--- config.mk ---
export PLATFORM = sky130hd
export DESIGN_NAME = uart_tx_fifo
export DESIGN_NICKNAME = d
export VERILOG_FILES = /design/src/rtl/uart_tx_fifo.sv
export SDC_FILE = /design/constraint.sdc
export NUM_CORES = 1
export LEC_CHECK = 0
export CAP_MARGIN = 20
export CELL_PAD_IN_SITES_DETAIL_PLACEMENT = 0
export CELL_PAD_IN_SITES_GLOBAL_PLACEMENT = 2
export CORE_MARGIN = 4
export CORE_UTILIZATION = 43
export CTS_CLUSTER_SIZE = 25
export DETAILED_ROUTE_END_ITERATION = 8
export PLACE_DENSITY_LB_ADDON = 0.1
export SLEW_MARGIN = 0
export SYNTH_ARGS = -nofsm -noshare
export SYNTH_HDL_FRONTEND = slang
export SYNTH_SLANG_ARGS = --single-unit
--- constraint.sdc ---
create_clock -name clk -period 3.32 [get_ports clk]
set_input_delay 0.498 -clock clk [delete_from_list [all_inputs] [get_ports clk]]
set_output_delay 0.498 -clock clk [all_outputs]
set_load 0.005 [all_outputs]
--- src/rtl/uart_tx_fifo.sv ---
// ---------------------------------------------------------------------------
// uart_tx_fifo
//
// Transmit buffer and frame sequencer placed in front of the UART transmitter.
// Bytes written by the register block are stored in a circular FIFO. The
// sequencer launches one transmitter frame per stored byte using a
// tx_start/tx_busy handshake, keeps the byte stable for the whole frame, and
// pops it only once the frame has completed.
//
// Parameters
//   data_bits  byte width (matches the transmitter)
//   depth      FIFO entries, power of two, >= 2
//
// Ports
//   clk         in   single rising-edge clock
//   tx_rst      in   synchronous active-high reset
//   wr_en       in   write request from the register block
//   wr_data     in   byte to enqueue
//   tx_en       in   transmitter enable; low aborts the frame without a pop
//   ovf_clr     in   clears the sticky overflow flag
//   tx_busy     in   busy flag from the transmitter
//   tx_start    out  frame request to the transmitter (high in LAUNCH)
//   tx_data     out  FIFO head, registered
//   full        out  count == depth
//   empty       out  count == 0
//   count       out  number of stored entries
//   overflow    out  sticky: a write was dropped because the FIFO was full
//   frame_done  out  one-cycle pulse in the cycle the head byte is popped
// ---------------------------------------------------------------------------
module uart_tx_fifo #(
    parameter int data_bits = 8,
    parameter int depth     = 16
) (
    input  logic                   clk,
    input  logic                   tx_rst,
    input  logic                   wr_en,
    input  logic [data_bits-1:0]   wr_data,
    input  logic                   tx_en,
    input  logic                   ovf_clr,
    input  logic                   tx_busy,
    output logic                   tx_start,
    output logic [data_bits-1:0]   tx_data,
    output logic                   full,
    output logic                   empty,
    output logic [$clog2(depth):0] count,
    output logic                   overflow,
    output logic                   frame_done
);

    localparam int PTR_W = $clog2(depth);
    localparam int CNT_W = PTR_W + 1;

    typedef enum logic [1:0] {
        S_IDLE,
        S_LAUNCH,
        S_ACTIVE,
        S_POP
    } state_e;

    logic [data_bits-1:0] mem_q [depth];

    logic [PTR_W-1:0]     wr_ptr_q, wr_ptr_d;
    logic [PTR_W-1:0]     rd_ptr_q, rd_ptr_d;
    logic [CNT_W-1:0]     count_q, count_d;
    logic                 overflow_q, overflow_d;
    logic [data_bits-1:0] tx_data_q, tx_data_d;

    state_e               state_q;
    logic                 tx_start_q;
    logic                 frame_done_q;

    logic                 full_w;
    logic                 empty_w;
    logic                 wr_ok;
    logic                 pop;

    // Flags come from the registered count, so a pop in the same cycle never
    // frees a slot for a write that arrives while full.
    assign full_w  = (count_q == CNT_W'(depth));
    assign empty_w = (count_q == '0);
    assign wr_ok   = wr_en && !full_w;
    assign pop     = (state_q == S_POP);

    // ------------------------------------------------------------------
    // Datapath next state
    // ------------------------------------------------------------------
    // NOTE: every variable gets a default at the top of always_comb so no
    // path leaves it unassigned, which would otherwise infer a latch.
    always_comb begin
        wr_ptr_d   = wr_ptr_q;
        rd_ptr_d   = rd_ptr_q;
        count_d    = count_q;
        overflow_d = overflow_q;

        if (wr_ok) begin
            wr_ptr_d = wr_ptr_q + 1'b1;
        end
        if (pop) begin
            rd_ptr_d = rd_ptr_q + 1'b1;
        end

        case ({wr_ok, pop})
            2'b10:   count_d = count_q + 1'b1;
            2'b01:   count_d = count_q - 1'b1;
            default: count_d = count_q;
        endcase

        // A dropped write takes precedence over a clear in the same cycle.
        if (wr_en && full_w) begin
            overflow_d = 1'b1;
        end else if (ovf_clr) begin
            overflow_d = 1'b0;
        end

        // The head register looks at the entry the read pointer will point
        // to next. If that entry is being written this cycle (FIFO empty, or
        // its last byte popping), forward the incoming byte.
        tx_data_d = mem_q[rd_ptr_d];
        if (wr_ok && (wr_ptr_q == rd_ptr_d)) begin
            tx_data_d = wr_data;
        end
    end

    // NOTE: storage has no reset; the pointers and count define which
    // entries are valid, so clearing the array would only cost flops.
    always_ff @(posedge clk) begin
        if (wr_ok) begin
            mem_q[wr_ptr_q] <= wr_data;
        end
    end

    // NOTE: sequential state uses non-blocking assignments so every register
    // samples the pre-edge values regardless of statement order.
    always_ff @(posedge clk) begin
        if (tx_rst) begin
            wr_ptr_q   <= '0;
            rd_ptr_q   <= '0;
            count_q    <= '0;
            overflow_q <= 1'b0;
            tx_data_q  <= '0;
        end else begin
            wr_ptr_q   <= wr_ptr_d;
            rd_ptr_q   <= rd_ptr_d;
            count_q    <= count_d;
            overflow_q <= overflow_d;
            tx_data_q  <= tx_data_d;
        end
    end

    // ------------------------------------------------------------------
    // Frame sequencer; tx_start and frame_done are registered alongside the
    // state so they are exactly "in LAUNCH" and "in POP".
    // ------------------------------------------------------------------
    always_ff @(posedge clk) begin
        if (tx_rst) begin
            state_q      <= S_IDLE;
            tx_start_q   <= 1'b0;
            frame_done_q <= 1'b0;
        end else begin
            tx_start_q   <= 1'b0;
            frame_done_q <= 1'b0;
            if (!tx_en) begin
                // Abort without popping: the head byte is sent again in
                // full once the transmitter is re-enabled.
                state_q <= S_IDLE;
            end else begin
                case (state_q)
                    S_IDLE: begin
                        if (!empty_w) begin
                            state_q    <= S_LAUNCH;
                            tx_start_q <= 1'b1;
                        end
                    end
                    S_LAUNCH: begin
                        if (tx_busy) begin
                            state_q <= S_ACTIVE;
                        end else begin
                            tx_start_q <= 1'b1;
                        end
                    end
                    S_ACTIVE: begin
                        // tx_start stays low here so the transmitter cannot
                        // chain a second frame on the byte still at the head.
                        if (!tx_busy) begin
                            state_q      <= S_POP;
                            frame_done_q <= 1'b1;
                        end
                    end
                    S_POP: begin
                        state_q <= S_IDLE;
                    end
                    default: begin
                        state_q <= S_IDLE;
                    end
                endcase
            end
        end
    end

    assign tx_start   = tx_start_q;
    assign tx_data    = tx_data_q;
    assign full       = full_w;
    assign empty      = empty_w;
    assign count      = count_q;
    assign overflow   = overflow_q;
    assign frame_done = frame_done_q;

endmodule
==> metrics.md, run 1 <==
| Metric | Value |
|---|---|
| Status | finished, final reports clean |
| First-pass GRT wire length | 28700 um |
| Clock Sinks | 154 |
| Worst relative slew slack | 39.7% |
| # Post-CTS Setup Buffers | 0 |
| TritonCTS clock tree | built |
| WP buf/inv | 1 |
| Die height | 141 um |
| Mux cell area share after synthesis | 17.3% |
| Final instance area | 8810 um^2 |
| EDFF count, synth | 128 |
| Crit-path max FO | 9 |
| Yosys top cell area share | 50.6% |
| #FFs+latches synth | 154 |
| Routed WL per cell | 21.7 um |
| Crit path cell chain | nor4_2 > a21boi_0 > inv_1 > ha_1 > xor2_1 > ha_1 > nand2b_1 > a21boi_1 > o21a_1 > or4_1 > a21oi_1 |
| Mean Syn Cell Area | 12.8 um^2 |
| Remaining Overflow, GRT | 0 |
| Critical-path top delay cell | or4_1 |
| Fin Clk Skew | 13.2 ps |
| Global Route Usage Sum | 19.3% |
| Synthesized instance count | 595 |
| Die area | 19900 um^2 |
| Synth Net Count | 622 |
| H-tree level count | 4 |
| PwrDens | 497 nW/um^2 |
| Layout cells sized above 1 | 10.4% |
| Die W | 141 um |
| Initial Util | 43.9% |
| Vias per Instance | 5.78 |
| Req. time, crit path | 3670 ps |
| Slew Limit Fails | 0 |
| Nets | 659 |
| Dpl cells | 838 |
| Post-CTS sizing | 0 |
| Final core occ | 50.9% |
| Syn. warnings | 0 |
| Post-route minimum period | 2660 ps |
| CP max stage delay | 460 ps |
| Initial DRC Count | 357 |
| Final Non-Filler Cells | 870 |
| Area contributors post-synth | edfxtp_1 51%, mux2i_1 17%, dfxtp_1 6.9%, o22ai_1 5.2%, nor2_1 2.5% |
| Ys flop type | edfxtp_1 |
| Area Growth Syn to Fin | 15.9% |
| GP Congestion | 0.807 |
| Routed vias | 5028 |
| Largest net degree at the start of global routing | 52 |
| Setup crit start kind | flop |
| Most common cell on crit path | ha_1 |
| Maximum clock path buffer count | 2 |
| Crit. path cell count | 11 |
| Worst min path class | flop to flop |
| # DRC | 0 |
| Clock root buffer | clkbuf_16 |
| Clk_lat worst skew | 430 ps |
| Vias in the first global route | 4992 |
| Crit path arrival time | 3010 ps |
| Initial antenna violation count | 0 |
| Period Utilization, post-route | 80.1% |
| Combinational family with the most area after synthesis | multiplexers |
| DR pass1 iterations | 5 |
| Post-synthesis adder-cell area fraction | 2.14% |
| IO Pins | 32 |
| Placed instance area | 8200 um^2 |
| Hold-fix buffers, CTS | 0 |
| Cts bufs inserted | 17 |
| Post-synthesis sequential area ratio | 57.4% |
| # setup viols final | 0 |
| CP Class | flop to flop |
| Synth Area in Compound Gates | 10.7% |
| Synth area leader | edfxtp_1 |
| FFs w/ async S/R, synth | 0% |
| Synthesized area | 7600 um^2 |
| CORE AREA | 17300 um^2 |
| Worst path top cell family by delay | simple AND/OR/NAND/NOR gates |
| Crit end category | flop |
| XOR/XNOR Fraction of Synth Area | 1.61% |
| R2R depth | 11 |
| Reg clk slew, reported paths | 60 ps |
| Final Hold Viols | 0 |
| Hold depth | 2 |
| Port bufs | 31 |
| FMAX | 0.376 GHz |
| Antenna cells | 0 |
| Routed WL | 18900 um |
| Post-synthesis simple-gate area fraction | 7.15% |
| Netlist cell types | 51 |
| RSZ-0062 raised after global routing | false |
| Post-DRT Antenna Nets | 0 |
| Setup TNS Final | 0 ps |
| Max_cap viols | 0 |
| VDD IR max | 0.000337 V |
| FP Rows | 48 |
| Total power draw | 4.38 mW |
| Leakage | 2.73 nW |
| Dpl hpwl | 12000 um |
| Worst slew pin tran | 905 ps |
==> cells in the final DEF, fill, tap and decap left out, types with 3 or more instances in the layout <==
cell	n
xnor2_1	8
ha_1	13
inv_6	6
clkbuf_16	17
o21ai_0	6
clkdlybuf4s50_1	31
dfxtp_1	24
nor2b_1	7
xor2_1	6
nand2_1	10
a21boi_1	3
a32o_1	8
nor2_1	50
nand2b_1	7
a21oi_1	19
o22ai_1	63
nor3_1	17
buf_4	28
inv_1	8
edfxtp_1	128
a22oi_1	8
mux2i_1	131
bufinv_16	3
o21ai_1	3
==> worst paths after layout <==
kind                              start                    end  slack (ps)
setup / recovery  count[1]$_SDFFE_PP0P_  count[4]$_SDFFE_PP0P_         660
hold / removal    count[4]$_SDFFE_PP0P_  count[4]$_SDFFE_PP0P_         540
setup reg to reg  count[1]$_SDFFE_PP0P_  count[4]$_SDFFE_PP0P_         660
hold reg to reg   count[4]$_SDFFE_PP0P_  count[4]$_SDFFE_PP0P_         540
==> routing by layer <==
| metal | global-route usage [%] | up-vias | wire, um |
|---|---|---|---|
| li1 | - | 2372 | - |
| met1 | 25.2 | 2519 | 8390 |
| met5 | 0 | - | 0 |
| met4 | 5.41 | 0 | 216 |
| met2 | 33.3 | 121 | 9570 |
| met3 | 3.29 | 16 | 699 |
==> metrics by stage <==
step	setup WS (ps)	hold WS [ps]
6_report	661	536
5_1_grt	397	582
4_1_cts	649	541
3_5_place_dp	305	531
3_3_place_gp	331	530
2_1_floorplan	649	496
==> worst register-to-register path: stages (launching register included) <==
cell      delay (ps)
dfxtp_1          400
nor4_2           340
a21boi_0         160
inv_1            100
ha_1             330
xor2_1           120
ha_1             220
nand2b_1          80
a21boi_1          60
o21a_1           180
or4_1            460
a21oi_1          150
==> area by class of cell <==
class                      instances  area (um^2)
fill                            1510         8490
sequential                       154         4370
multi-input combinational        390         2960
timing repair buffer              61          561
clock buffer                      18          429
tap                              225          282
clock inverter                    14          180
inverter                           8         30.0
==> logic make-up after synthesis <==
kind of cell / count (synthesis)
AO/OA/AOI/OAI: 123
XOR/XNOR: 14
adder cells (fa/ha/maj): 13
buffers and inverters: 51
flip-flops: 154
multiplexers: 131
AND/OR/NAND/NOR: 109
==> cell usage after synthesis, drive strengths merged, types with 8 or more instances <==
library cell,n
nor2,50
clkbuf,15
edfxtp,128
mux2i,131
buf,28
a22oi,8
xnor2,8
ha,13
nand2,10
a21oi,19
o22ai,64
dfxtp,26
nor3,17
o21ai,9
inv,8
a32o,8
==> power by group <==
part | internal [mW] | switching, mW
combinational | 0.101 | 0.125
clock | 1.20 | 0.796
sequential | 2.13 | 0.0253
==> state kept, by name (all words and copies together), names as in the netlist <==
register    flops
frame_done      1
rd_ptr_q        4
count           5
overflow        1
mem_q         128
tx_data         8
state_q         2
wr_ptr_q        4
tx_start        1
Power figures use the tool's default switching activity.
==> inputs of run 2 (changes only) <==
Clock period 3.32 ns to 2.7 ns, I/O delays scaled along.
==> metrics.md, run 2 (synthesis gave the netlist of run 1 again) <==
| Metric | Value |
|---|---|
| Status | finished, final reports clean |
| Most common cell after layout, fill and taps aside | mux2i_1 |
| Crit path arrival time | 2840 ps (-170 ps) |
| Clk_lat worst skew | 420 ps (about the same) |
| FP Rows | 48 (unchanged) |
| Period Utilization, post-route | 91.9% (+12 points) |
| Dpl hpwl | 11700 um (-2.5%) |
| Crit end category | flop |
| FMAX | 0.403 GHz (+7.2%) |
| Setup TNS Final | 0 ps (unchanged) |
| Post-route minimum period | 2480 ps (-178 ps) |
| Final instance area | 8850 um^2 (+0.53%) |
| Net Sw Frac | 21.6% (about the same) |
| Routed vias | 5049 (+0.42%) |
| Maximum clock path buffer count | 2 (unchanged) |
| Seq pwr share | 50.4% (+1.2 points) |
| P_int | 4.11 mW (+20%) |
| PwrDens | 592 nW/um^2 (+19%) |
| Max_cap viols | 0 (unchanged) |
| Worst relative slew slack | 50.3% (+11 points) |
| Initial Util | 43.9% (unchanged) |
| Reg clk slew, reported paths | 60 ps (about the same) |
| GP Congestion | 0.774 (-4.0%) |
| Final Non-Filler Cells | 874 (+0.46%) |
| Clk pwr share | 44.1% (-1.5 points) |
| Remaining Overflow, GRT | 0 (unchanged) |
| Clock Sinks | 154 (unchanged) |
| FF-to-FF Start | count[3]$_SDFFE_PP0P_ |
| Slew Limit Fails | 0 (unchanged) |
| # setup viols final | 0 (unchanged) |
| TritonCTS clock tree | built |
| Global Route Usage Sum | 19.6% (+0.24 points) |
| Req. time, crit path | 3060 ps (-610 ps) |
| Dpl cells | 843 (+0.60%) |
| Final Hold Viols | 0 (unchanged) |
| Initial DRC Count | 351 (-1.7%) |
| Leakage | 2.76 nW (+0.81%) |
| Top reg by flops | mem_q |
| Die area | 19900 um^2 (unchanged) |
| Routed WL per cell | 21.9 um (+0.71%) |
| H-tree level count | 4 (unchanged) |
| VDD IR max | 0.000444 V (+32%) |
| Initial antenna violation count | 0 (unchanged) |
| Hold-fix buffers, CTS | 0 (unchanged) |
| Hold path start | state_q[0]$_SDFFE_PP0P_ |
| Final core occ | 51.2% (+0.27 points) |
| Pre-CTS setup slack | -192 ps (-498 ps) |
| Total power draw | 5.24 mW (+20%) |
| Clock root buffer | clkbuf_16 |
| Number of flip-flops in the largest register | 128 (unchanged) |
| Met1 Use GR | 25.2% (-0.039 points) |
| First-pass GRT wire length | 29100 um (+1.3%) |
| M3 GR Usage | 3.56% (+0.27 points) |
| Nets | 664 (+0.76%) |
| Layout cells sized above 1 | 10.9% (+0.55 points) |
| Crit. Startpoint | count[3]$_SDFFE_PP0P_ |
| IO Pins | 32 (unchanged) |
| Port bufs | 31 (unchanged) |
| Post-DRT Antenna Nets | 0 (unchanged) |
| Vias in the first global route | 5072 (+1.6%) |
| # Post-CTS Setup Buffers | 0 (unchanged) |
| Die height | 141 um (unchanged) |
| Setup crit start kind | flop |
| Logic pwr share | 5.5% (+0.3 points) |
| Hold WS | 542 ps (+6.18 ps) |
| # fillers | 1492 (-1.2%) |
| Worst min path class | flop to flop |
| Antenna cells | 0 (unchanged) |
| Vias per Instance | 5.78 (about the same) |
| CORE AREA | 17300 um^2 (unchanged) |
| Fin Clk Skew | 6.58 ps (-6.59 ps) |
| Met2 GRT Util | 33.3% (about the same) |
| Crit-path max FO | 4 (-5) |
| Top Usage Layer GRT | met2 |
| # DRC | 0 (unchanged) |
| Worst slew pin tran | 743 ps (-162 ps) |
| Commonest non-fill, non-tap cells in the layout | 131 x mux2i_1, 128 x edfxtp_1, 63 x o22ai_1 |
| CP Class | flop to flop |
| Die W | 141 um (unchanged) |
| Hold depth | 2 (unchanged) |
| Area Growth Syn to Fin | 16.6% |
| Largest net degree at the start of global routing | 64 (+23%) |
| Final setup margin | 219 ps (-442 ps) |
| R2R depth | 11 (unchanged) |
| DR pass1 iterations | 4 (-1) |
| Placed instance area | 8270 um^2 (+0.92%) |
| Routed WL | 19100 um (+1.2%) |
| Cts bufs inserted | 17 (unchanged) |
| RSZ-0062 raised after global routing | false |
| Switching power total | 1.13 mW (+20%) |
run 2: power groups by stage:
stage	Clock [mW]	Sequential, mW	Combinational (mW)
2_1_floorplan	0	2.69	0.131
3_3_place_gp	0	2.69	0.282
3_5_place_dp	0	2.69	0.285
4_1_cts	2.35	2.64	0.287
5_1_grt	2.47	2.65	0.316
6_report	2.31	2.64	0.286
run 2: cell type report:
type / instances / area, um^2 / area share (%)
multi-input combinational: 390 / 2960 / 33.5
inverter: 8 / 30.0 / 0.339
timing repair buffer: 66 / 636 / 7.18
sequential: 154 / 4370 / 49.4
tap: 225 / 282 / 3.18
clock buffer: 18 / 429 / 4.85
clock inverter: 13 / 143 / 1.61
run 2: path summary, 6_finish.rpt:
path                                  end  slack (ps)
hold / removal    state_q[0]$_SDFFE_PP0P_         540
setup / recovery    count[4]$_SDFFE_PP0P_         220
setup reg to reg    count[4]$_SDFFE_PP0P_         220
hold reg to reg   state_q[0]$_SDFFE_PP0P_         540
run 2: repair_timing:
action / 4_1_cts / 5_1_grt
setup endpoints to repair: 0 / 1
hold endpoints to repair: 0 / 0
resized for setup: 0 / 1
run 2: per-layer routing:
metal  share of wire, %  vias up
li1                   -     2382
met1                 45     2526
met2                 49      112
met3                4.3       29
met4                1.9        0
met5                  0        -
run 2: worst max-delay path, stage by stage, from the launching register on:
cell and delay, ps:
dfxtp_1 440, nor4_4 60, a21boi_0 250, inv_1 100
ha_1 270, xor2_1 170, ha_1 200, nand2b_1 80
a21boi_1 60, o21a_1 170, or4_1 470, a21oi_1 140
